--- config.mk ---
export PLATFORM = sky130hd
export DESIGN_NAME = stim_sequencer
export DESIGN_NICKNAME = d
export VERILOG_FILES = /design/src/rtl/stim_sequencer.sv
export SDC_FILE = /design/constraint.sdc
export NUM_CORES = 1
export LEC_CHECK = 0
export BUFFER_PORTS_ARGS = -buffer_cell sky130_fd_sc_hd__buf_4
export CAP_MARGIN = 20
export CORE_MARGIN = 2
export CORE_UTILIZATION = 45
export DETAILED_ROUTE_END_ITERATION = 12
export SETUP_SLACK_MARGIN = 0.4
export SKIP_LAST_GASP = 1
export SLEW_MARGIN = 40
export SYNTH_ARGS = -nofsm -noshare
export SYNTH_HDL_FRONTEND = slang
export SYNTH_SLANG_ARGS = --single-unit
--- constraint.sdc ---
create_clock -name clk -period 4.3 [get_ports clk]
set_clock_uncertainty 0.1 [all_clocks]
set_input_delay 0.645 -clock clk [delete_from_list [all_inputs] [get_ports clk]]
set_output_delay 0.645 -clock clk [all_outputs]
set_load 0.01 [all_outputs]
--- src/rtl/stim_sequencer.sv ---
`default_nettype none
// ============================================================================
// Module      : stim_sequencer
// Description : Programmable on-chip vector player. Holds DEPTH stimulus
//               vectors with their expected results, plays them one per clock
//               onto the A/B/C/D bus of a downstream datapath, samples the
//               returned Q a fixed LAT cycles later and accumulates a
//               mismatch count plus the index of the first failing vector.
//
// Ports       : clk        - system clock, rising edge
//               rst        - asynchronous reset, active high
//               wr_en      - write one vector slot (accepted only when idle)
//               wr_addr    - slot index
//               wr_data    - {A, B, C, D[3:0], expQ[2:0]}
//               num_vec    - number of vectors to play, sampled at start
//               start      - one-cycle run request
//               Q          - result returned by the datapath under test
//               A, B, C, D - driven stimulus
//               busy       - run in progress
//               done       - one-cycle completion pulse
//               err_cnt    - saturating mismatch count of the last run
//               first_err  - index of the first mismatching vector
//               err_flag   - at least one mismatch in the last run
//
// Revision    : 1.0 - initial release
// ============================================================================
module stim_sequencer #(
    parameter int DEPTH = 8,
    parameter int AW    = 3,
    parameter int LAT   = 1
) (
    input  logic          clk,
    input  logic          rst,
    input  logic          wr_en,
    input  logic [AW-1:0] wr_addr,
    input  logic [9:0]    wr_data,
    input  logic [AW:0]   num_vec,
    input  logic          start,
    input  logic [2:0]    Q,
    output logic          A,
    output logic          B,
    output logic          C,
    output logic [3:0]    D,
    output logic          busy,
    output logic          done,
    output logic [3:0]    err_cnt,
    output logic [AW-1:0] first_err,
    output logic          err_flag
);

    typedef enum logic [1:0] {
        S_IDLE  = 2'd0,
        S_PLAY  = 2'd1,
        S_DRAIN = 2'd2,
        S_DONE  = 2'd3
    } state_t;

    localparam logic [AW:0] DEPTH_V  = (AW+1)'(DEPTH);
    localparam logic [1:0]  LAT_LAST = 2'(LAT - 1);

    // ------------------------------------------------------------------------
    // State
    // ------------------------------------------------------------------------
    state_t        state_q,     state_d;
    logic [AW:0]   len_q,       len_d;
    logic [AW:0]   vcnt_q,      vcnt_d;      // vectors launched so far
    logic [1:0]    drain_q,     drain_d;
    logic [6:0]    abcd_q,      abcd_d;
    logic          busy_q,      busy_d;
    logic          done_q,      done_d;
    logic [3:0]    err_cnt_q,   err_cnt_d;
    logic [AW-1:0] first_err_q, first_err_d;
    logic          err_flag_q,  err_flag_d;

    // Compare pipeline; stage 0 is loaded on the launch edge, stage LAT-1
    // is the one checked against Q.
    logic          pv_q   [LAT];
    logic          pv_d   [LAT];
    logic [AW-1:0] pidx_q [LAT];
    logic [AW-1:0] pidx_d [LAT];
    logic [2:0]    pexp_q [LAT];
    logic [2:0]    pexp_d [LAT];

    logic [9:0]    mem [DEPTH];
    logic [9:0]    rd_vec;
    logic [AW-1:0] ptr;

    // ------------------------------------------------------------------------
    // Vector memory: written only while idle, no reset
    // ------------------------------------------------------------------------
    always_ff @(posedge clk) begin
        if (wr_en && (state_q == S_IDLE)) begin
            mem[wr_addr] <= wr_data;
        end
    end

    // The low AW bits of the launch counter form the read pointer, which
    // wraps modulo DEPTH on its own.
    assign ptr    = vcnt_q[AW-1:0];
    assign rd_vec = mem[ptr];

    // ------------------------------------------------------------------------
    // Next-state logic
    // ------------------------------------------------------------------------
    always_comb begin
        state_d     = state_q;
        len_d       = len_q;
        vcnt_d      = vcnt_q;
        drain_d     = drain_q;
        abcd_d      = '0;
        err_cnt_d   = err_cnt_q;
        first_err_d = first_err_q;
        err_flag_d  = err_flag_q;
        done_d      = (state_q == S_DONE);

        // Default pipeline move: shift by one, bubble into stage 0
        pv_d[0]   = 1'b0;
        pidx_d[0] = '0;
        pexp_d[0] = '0;
        for (int i = 1; i < LAT; i++) begin
            pv_d[i]   = pv_q[i-1];
            pidx_d[i] = pidx_q[i-1];
            pexp_d[i] = pexp_q[i-1];
        end

        // Retire the oldest entry
        if (pv_q[LAT-1] && (Q != pexp_q[LAT-1])) begin
            if (err_cnt_q != 4'hF) begin
                err_cnt_d = err_cnt_q + 4'd1;
            end
            err_flag_d = 1'b1;
            if (!err_flag_q) begin
                first_err_d = pidx_q[LAT-1];
            end
        end

        case (state_q)
            S_IDLE: begin
                if (start) begin
                    err_cnt_d   = '0;
                    err_flag_d  = 1'b0;
                    first_err_d = '0;
                    vcnt_d      = '0;
                    if (num_vec == '0) begin
                        state_d = S_DONE;
                    end else begin
                        len_d   = (num_vec > DEPTH_V) ? DEPTH_V : num_vec;
                        state_d = S_PLAY;
                    end
                end
            end
            S_PLAY: begin
                abcd_d    = rd_vec[9:3];
                pv_d[0]   = 1'b1;
                pidx_d[0] = ptr;
                pexp_d[0] = rd_vec[2:0];
                vcnt_d    = vcnt_q + 1'b1;
                if (vcnt_q == (len_q - 1'b1)) begin
                    drain_d = '0;
                    state_d = S_DRAIN;
                end
            end
            S_DRAIN: begin
                // The last launched vector retires on the LAT-th drain edge
                drain_d = drain_q + 2'd1;
                if (drain_q == LAT_LAST) begin
                    state_d = S_DONE;
                end
            end
            S_DONE: begin
                state_d = S_IDLE;
            end
            default: begin
                state_d = S_IDLE;
            end
        endcase

        busy_d = (state_d == S_PLAY) || (state_d == S_DRAIN);
    end

    // ------------------------------------------------------------------------
    // Registers
    // ------------------------------------------------------------------------
    always_ff @(posedge clk or posedge rst) begin
        if (rst) begin
            state_q     <= S_IDLE;
            len_q       <= '0;
            vcnt_q      <= '0;
            drain_q     <= '0;
            abcd_q      <= '0;
            busy_q      <= 1'b0;
            done_q      <= 1'b0;
            err_cnt_q   <= '0;
            first_err_q <= '0;
            err_flag_q  <= 1'b0;
            for (int i = 0; i < LAT; i++) begin
                pv_q[i]   <= 1'b0;
                pidx_q[i] <= '0;
                pexp_q[i] <= '0;
            end
        end else begin
            state_q     <= state_d;
            len_q       <= len_d;
            vcnt_q      <= vcnt_d;
            drain_q     <= drain_d;
            abcd_q      <= abcd_d;
            busy_q      <= busy_d;
            done_q      <= done_d;
            err_cnt_q   <= err_cnt_d;
            first_err_q <= first_err_d;
            err_flag_q  <= err_flag_d;
            for (int i = 0; i < LAT; i++) begin
                pv_q[i]   <= pv_d[i];
                pidx_q[i] <= pidx_d[i];
                pexp_q[i] <= pexp_d[i];
            end
        end
    end

    assign A         = abcd_q[6];
    assign B         = abcd_q[5];
    assign C         = abcd_q[4];
    assign D         = abcd_q[3:0];
    assign busy      = busy_q;
    assign done      = done_q;
    assign err_cnt   = err_cnt_q;
    assign first_err = first_err_q;
    assign err_flag  = err_flag_q;

endmodule
`default_nettype wire
==> results of run 1 <==
[logic make-up after synthesis]
group | after synthesis
xor gates and xnor gates | 9
AOI/OAI and AO/OA | 25
and+or+nand+nor | 62
muxes | 37
buffers and inverters | 20
adders and majority gates | 4
DFF | 116
[layer usage]
layer	track usage (%)	share of wire (%)	vias to the layer above	routed length (um)
met1	21.3	46	1204	3780
met3	5.52	4.1	11	336
li1	-	-	1145	-
met4	6.20	1.4	0	115
met2	24.7	48	47	3910
met5	0	0	-	0
[power by group through the flow]
stage	sequential, mW	clock [mW]	combinational, mW
after global placement	1.57	0	0.940
after floorplan	1.49	0	0.782
after CTS	1.55	1.44	0.954
after detailed placement	1.57	0	0.949
after global routing	1.58	1.50	1.04
final	1.55	1.42	0.936
[cells in the mapped netlist, drive strengths merged]
cell     n
o21bai   2
o21a     1
ha       4
o31ai    4
xor2     2
nand4    2
xnor2    7
mux2i   17
a22o     5
nand2   11
clkbuf   2
nor4     3
a311oi   1
nand3b   1
nand3    3
dfrtp   36
mux4    20
and4     1
o21ai    4
buf      9
nor2b    1
a31oi    1
nor3     4
nor2    26
inv      9
a21oi    6
nand2b   5
edfxtp  80
and2     5
a211oi   1
[how the worst max path moves through the flow]
stage	cells past startpoint	start	endpoint
global placement	3	wr_addr[0]	mem[4][4]
global route	4	vcnt_q[0]	pexp_q[0]
finish	4	vcnt_q[0]	pexp_q[0]
floorplan	2	wr_addr[0]	mem[0][0]
CTS	3	state_q[0]	mem[6][3]
detailed placement	3	wr_addr[0]	mem[6][5]
[critical path: cells and delay by family, from the launching register on]
family                 cells  cell delay (ns)
multiplexers               2             0.76
AND/OR/NAND/NOR            1             0.08
flip-flops                 1             0.50
buffers and inverters      1             0.43
[area by class of cell]
class / instances / share of cell area [%]
multi-input combinational: 137 / 22.2
inverter: 9 / 0.592
clock buffer: 17 / 7.26
timing repair buffer: 44 / 5.79
clock inverter: 14 / 3.24
tap: 136 / 2.98
sequential: 116 / 57.9
[through the flow]
stage | util [%] | instances | instance area [sq um]
detailed placement | 49.9 | 442 | 5110
global placement | 49.8 | 442 | 5090
finish | 55.8 | 473 | 5710
floorplan | - | 273 | 4680
global route | 55.8 | 473 | 5710
CTS | 55.8 | 473 | 5710
[flip-flops by register name, summed over array words and instances, names as in the netlist, 2 cells and up]
name and flops:
mem 80, abcd_q 7, err_cnt 4, len_q 4
vcnt_q 4, first_err 3, pexp_q 3, pidx_q 3
drain_q 2, state_q 2
==> out/metrics.csv, run 1 <==
metric;value;unit
status;completed;
detail_route.iter0.violations;126;
place_congestion;0.738;
overflow;0;
synthMuxAreaShare;13.7;%
preCtsSetupSlack;2.07;ns
clk_pin_slew;0.06;ns
drtAntennaViolNets;0;
cts.repair.resized;0;
tightest_slew;0.752;ns
hold_ws;0.134;ns
p_clk_share;36.3;%
grt_pass1_wl;13.2;mm
finalNetCount;353;
cellPowerDensity;683;nW/um^2
mostFrequentLayoutCells;80 x edfxtp_1, 44 x buf_4, 35 x dfrtp_1;
grt_pass1_vias;2430;
cts_made_buffers;17;
rows;37;
totalWireLength;8.14;mm
fmax;0.492;GHz
die_w;106;um
seq_area_frac_synth;70.5;%
htree_num_levels;4;
nFillCells;808;
cts_tree;yes;
r2r-end;pexp_q[0];
design.core.area;10200;sq um
cp-start-kind;flop;
hold_viol;0;
ios;41;
worst_ep_required_time;4.56;ns
cp_max_fo;20;
synth_area_leaders;edfxtp_1 51%, dfrtp_1 19%, mux4_2 7.2%, mux2i_1 3.6%, mux4_1 2.8%;
cts_sinks;116;
gr-usage-all-layers;16.1;%
synthAdderAreaFrac;1.07;%
yosysTopAreaCellShare;51.3;%
drc;0;
switchingPower;1.11;mW
slowest_stage;mux4_1;
p_leak;2.14;nW
ys_ff_latch;116;
relSlewSlack;49.9;%
ys_types;40;
via_per_inst;5.09;
avgSynthCellArea;17.2;sq um
antennaDiodeCount;0;
critical_path_arrival;2.30;ns
drive_above_1_share;30.3;%
critPathMaxStageDelay;0.59;ns
mostFrequentLayoutCell;edfxtp_1;
synth_xor_xnor_area_share;1.84;%
final-seq-area;3300;sq um
syn_to_final_growth;21.9;%
cts_setup_buffers;0;
r2r-start;vcnt_q[0];
cts_root_buf;clkbuf_8;
numPortBuffers;40;
crit_path_end_kind;flop;
syn_area;4680;sq um
antenna_found_initial;0;
switching_share;28.3;%
internal_power;2.80;mW
finalSetupTns;0;ns
syn_nets;301;
clock_latency;0.51;ns
regToRegSetupSlack;2.27;ns
grt_setup_unrepaired;false;
vias;2407;
finalWorstSetupSlack;2.27;ns
clock_path_buffers;2;
p_comb_share;24.0;%
drv_slew;0;
synth_compound_area_share;3.74;%
wl_per_cell;17.2;um
synth-simple-area-share;6.49;%
criticalPathCategory;reg -> reg;
setup_viol;0;
power.total;3.90;mW
crit_path_cell_trace;buf_4, mux4_1, mux2i_1, nor2_1;
grt_max_degree;37;
fin_crit;2.03;ns
synth_top_cell_by_area;edfxtp_1;
syn_inst;273;
vdd_drop_max;0.311;mV
finalCritPeriodShare;47.2;%
dr.pass1.iters;4;
dieArea;11200;sq um
synth_top_family_by_area;multiplexers;
fp.dieH;106;um
dp_hpwl;5.38;mm
hp-class;in -> async;
yosysWarnings;0;
start_util;45.8;%
power_frac_seq;39.7;%
cts_hold_buf;0;
rr_worst_depth;4;
cap_violations;0;
multi_input_area;1270;sq um
Note: power is estimated with default switching activity, not from simulation.
==> run 2, diff against run 1 <==
--- a/config.mk
+++ b/config.mk
@@ -5,6 +5,7 @@
 export SDC_FILE = /design/constraint.sdc
 export NUM_CORES = 1
 export LEC_CHECK = 0
+export ABC_AREA = 1
 export BUFFER_PORTS_ARGS = -buffer_cell sky130_fd_sc_hd__buf_4
 export CAP_MARGIN = 20
 export CORE_MARGIN = 2
==> constraint.sdc (replaced) <==
create_clock -name clk -period 2 [get_ports clk]
set_clock_uncertainty 0.1 [all_clocks]
set_input_delay 0.3 -clock clk [delete_from_list [all_inputs] [get_ports clk]]
set_output_delay 0.3 -clock clk [all_outputs]
set_load 0.01 [all_outputs]
==> run 2 against run 1 <==
Cell area grew 5.6%. Clock-buffer cell count grew 2. Wire length is 21% higher. Sequential power increased by 110%. First-iteration DRC count rose by 43%. Critical path depth increased by 6. Synthesized cell count rose by 51%. Non-clock buffer count up 29. Utilization increased by 3.1 points. Largest power group unchanged.
==> out/metrics.csv, run 2 <==
metric;value;unit;change
cellPowerDensity;1510;nW/um^2;+120%
gr-usage-all-layers;19.0;%;+2.9 points
dp_hpwl;6.26;mm;+16%
grt_pass1_wl;15.8;mm;+20%
grt_setup_unrepaired;true;;
cp_common_cell;nand2_1;;
finalNetCount;516;;+46%
critical_path_arrival;1.93;ns;-0.37 ns
hold_viol;0;;unchanged
vias;3199;;+33%
final_area;6030;sq um;+5.6%
cts_made_buffers;17;;unchanged
dr.pass1.iters;4;;unchanged
htree_num_levels;4;;unchanged
wl_met3;551;um;+64%
mostFrequentLayoutCells;80 x edfxtp_1, 64 x nor2_1, 61 x nand2_1;;
totalWireLength;9.84;mm;+21%
status;completed;;
clk_pin_slew;0.05;ns;about the same
synth_edf_count;80;;unchanged
worst_ep_required_time;2.30;ns;-2.26 ns
critPathMaxStageDelay;0.36;ns;-0.23 ns
seq_area_frac_synth;70.5;%;about the same
top_layer;met4;;
rows;37;;unchanged
slowest_stage;dfrtp_1;;
antennaDiodeCount;0;;unchanged
finalCritPeriodShare;81.4;%;+34 points
preCtsSetupSlack;0.409;ns;-1.66 ns
cap_violations;0;;unchanged
syn_to_final_growth;28.6;%;
die_w;106;um;about the same
tightest_slew;0.457;ns;-0.296 ns
cts_sinks;116;;unchanged
drtAntennaViolNets;0;;unchanged
design.core.area;10200;sq um;unchanged
ios;41;;unchanged
crit_path_cell_trace;inv_2, ha_4, xor2_1, nand2_1, nor2_4, nand2_2, nand2_1, nand3_2, nand2_1, nand2_1;;
yosysMostFrequentCell;edfxtp_1;;
p_leak;2.48;nW;+16%
ys_types;24;;-40%
place_congestion;0.856;;+16%
cp-start-kind;flop;;
wl_per_cell;15.4;um;-10%
dr_wl_met2;4.66;mm;+19%
ys.flop_type;edfxtp_1;;
drc;0;;unchanged
start_util;45.8;%;about the same
finalSetupTns;0;ns;unchanged
numPortBuffers;40;;unchanged
fp.dieH;106;um;about the same
cts_root_buf;clkbuf_8;;
syn_nets;441;;+47%
dieArea;11200;sq um;about the same
finalWorstSetupSlack;0.371;ns;-1.90 ns
grt_max_degree;43;;+16%
mostFrequentLayoutCell;edfxtp_1;;
drv_slew;0;;unchanged
yosysWarnings;0;;unchanged
drive_above_1_share;21.6;%;-8.7 points
avgSynthCellArea;11.3;sq um;-34%
clock_path_buffers;2;;unchanged
relSlewSlack;69.6;%;+20 points
detail_route.iter0.violations;180;;+43%
antenna_found_initial;0;;unchanged
cts_tree;yes;;
vdd_drop_max;0.552;mV;+77%
criticalPathCategory;reg -> reg;;
overflow;0;;unchanged
ys_ff_latch;116;;unchanged
crit_path_end_kind;flop;;
syn_area;4680;sq um;about the same
grt_pass1_vias;3188;;+31%
cp_top_family;simple AND/OR/NAND/NOR gates;;
largest_reg_flops;80;;unchanged
async_flop_share;31.0;%;unchanged
top_register;mem;;
place_area;5200;sq um;+1.8%
yosys-top-cells-count;80 x edfxtp_1, 69 x nor2_1, 66 x nand2_1;;
fin_crit;1.63;ns;-0.402 ns
via_per_inst;5.02;;-1.3%
syn_inst;413;;+51%
fmax;0.614;GHz;+25%
synth_area_leaders;edfxtp_1 51%, dfrtp_1 19%, nor2_1 5.5%, nand2_1 5.3%, o21ai_0 4.1%;;
largest_registers;mem: 80 flops, abcd_q: 7 flops;;
cp_num_buf_inv;1;;unchanged
wl_met1;4.55;mm;+20%
hp-class;in -> reg;;
yosysTopAreaCellShare;51.3;%;about the same
clock_latency;0.52;ns;about the same
cp_max_fo;4;;-80%
synth_top_cell_by_area;edfxtp_1;;
setup_viol;0;;unchanged
==> run 2: changes by cell type after synthesis, sizes merged, moves of 4 or more <==
cell    previous run  this run
mux2i             17         1
o31ai              4         0
mux4              20         0
nand2             11        67
nand3              3        23
buf                9        15
and2               5         0
a22o               5         0
o22ai              0        20
o21ai              4        55
nand2b             5         0
inv                9        28
nor2              26        70
==> run 2: worst reg2reg max path: stages, from the launching register on <==
cell and delay (ns):
dfrtp_1 0.36, inv_2 0.07, ha_4 0.26, xor2_1 0.14, nand2_1 0.12, nor2_4 0.13
nand2_2 0.07, nand2_1 0.08, nand3_2 0.07, nand2_1 0.07, nand2_1 0.05
==> run 2: power breakdown <==
| part | total [mW] | switching (mW) | internal (mW) |
|---|---|---|---|
| sequential | 3.19 | 0.217 | 2.98 |
| combinational | 2.96 | 1.85 | 1.11 |
| clock | 2.93 | 1.04 | 1.89 |
| total | 9.08 | 3.10 | 5.98 |
==> run 2: layout make-up <==
type                            count  area (sq um)
Clock buffer                       19           422
Clock inverter                     13           159
Fill cell                         844          4210
Inverter                           28           110
Multi-Input combinational cell    252          1250
Sequential cell                   116          3300
Tap cell                          136           170
Timing Repair Buffer               73           613
==> run 2: metrics by stage <==
step                      util, %  hold WS (ns)  power (mW)  instances
after floorplan                 -         0.299        5.11        413
after global placement       50.8         0.341        5.95        588
after detailed placement     50.8         0.351        6.02        588
after CTS                    58.0         0.137        8.99        635
after global routing         58.9        0.0435        9.69        637
final                        58.9        0.0550        9.08        637
==> run 2: worst paths after layout <==
kind | startpoint | to | slack (ns) | cells past startpoint
setup / recovery | len_q[0] | busy | 0.37 | 10
hold reg to reg | pidx_q[1] | first_err[1] | 0.39 | 2
setup reg to reg | len_q[0] | busy | 0.37 | 10
hold / removal | start | state_q[0] | 0.06 | 3
min in group asynchronous | rst | pexp_q[0] | 0.35 | 4
max in group asynchronous | rst | abcd_q[6] | 1.12 | 4
==> run 2: cells by family after synthesis <==
family,synth area share [%]
multiplexers,0.214
XOR/XNOR,1.31
buffers and inverters,4.17
flip-flops,70.5
adder cells (fa/ha/maj),1.07
AO/OA/AOI/OAI,8.97
AND/OR/NAND/NOR,13.8
==> run 2: what timing repair did <==
| item | 4_1_cts | 5_1_grt |
|---|---|---|
| setup endpoints to repair | 1 | 96 |
| setup buffers | 0 | 1 |
| pin swaps | 0 | 4 |
| hold buffers | 15 | 0 |
| cloned | 0 | 1 |
| gates resized for setup | 1 | 24 |
| endpoints found under the hold margin | 120 | 0 |
==> run 2: layer usage <==
layer  vias to the layer above  global-route usage [%]
met4                         0                    7.80
li1                       1576                       -
met3                         7                    6.19
met2                        83                    29.8
met5                         -                       0
met1                      1533                    24.5
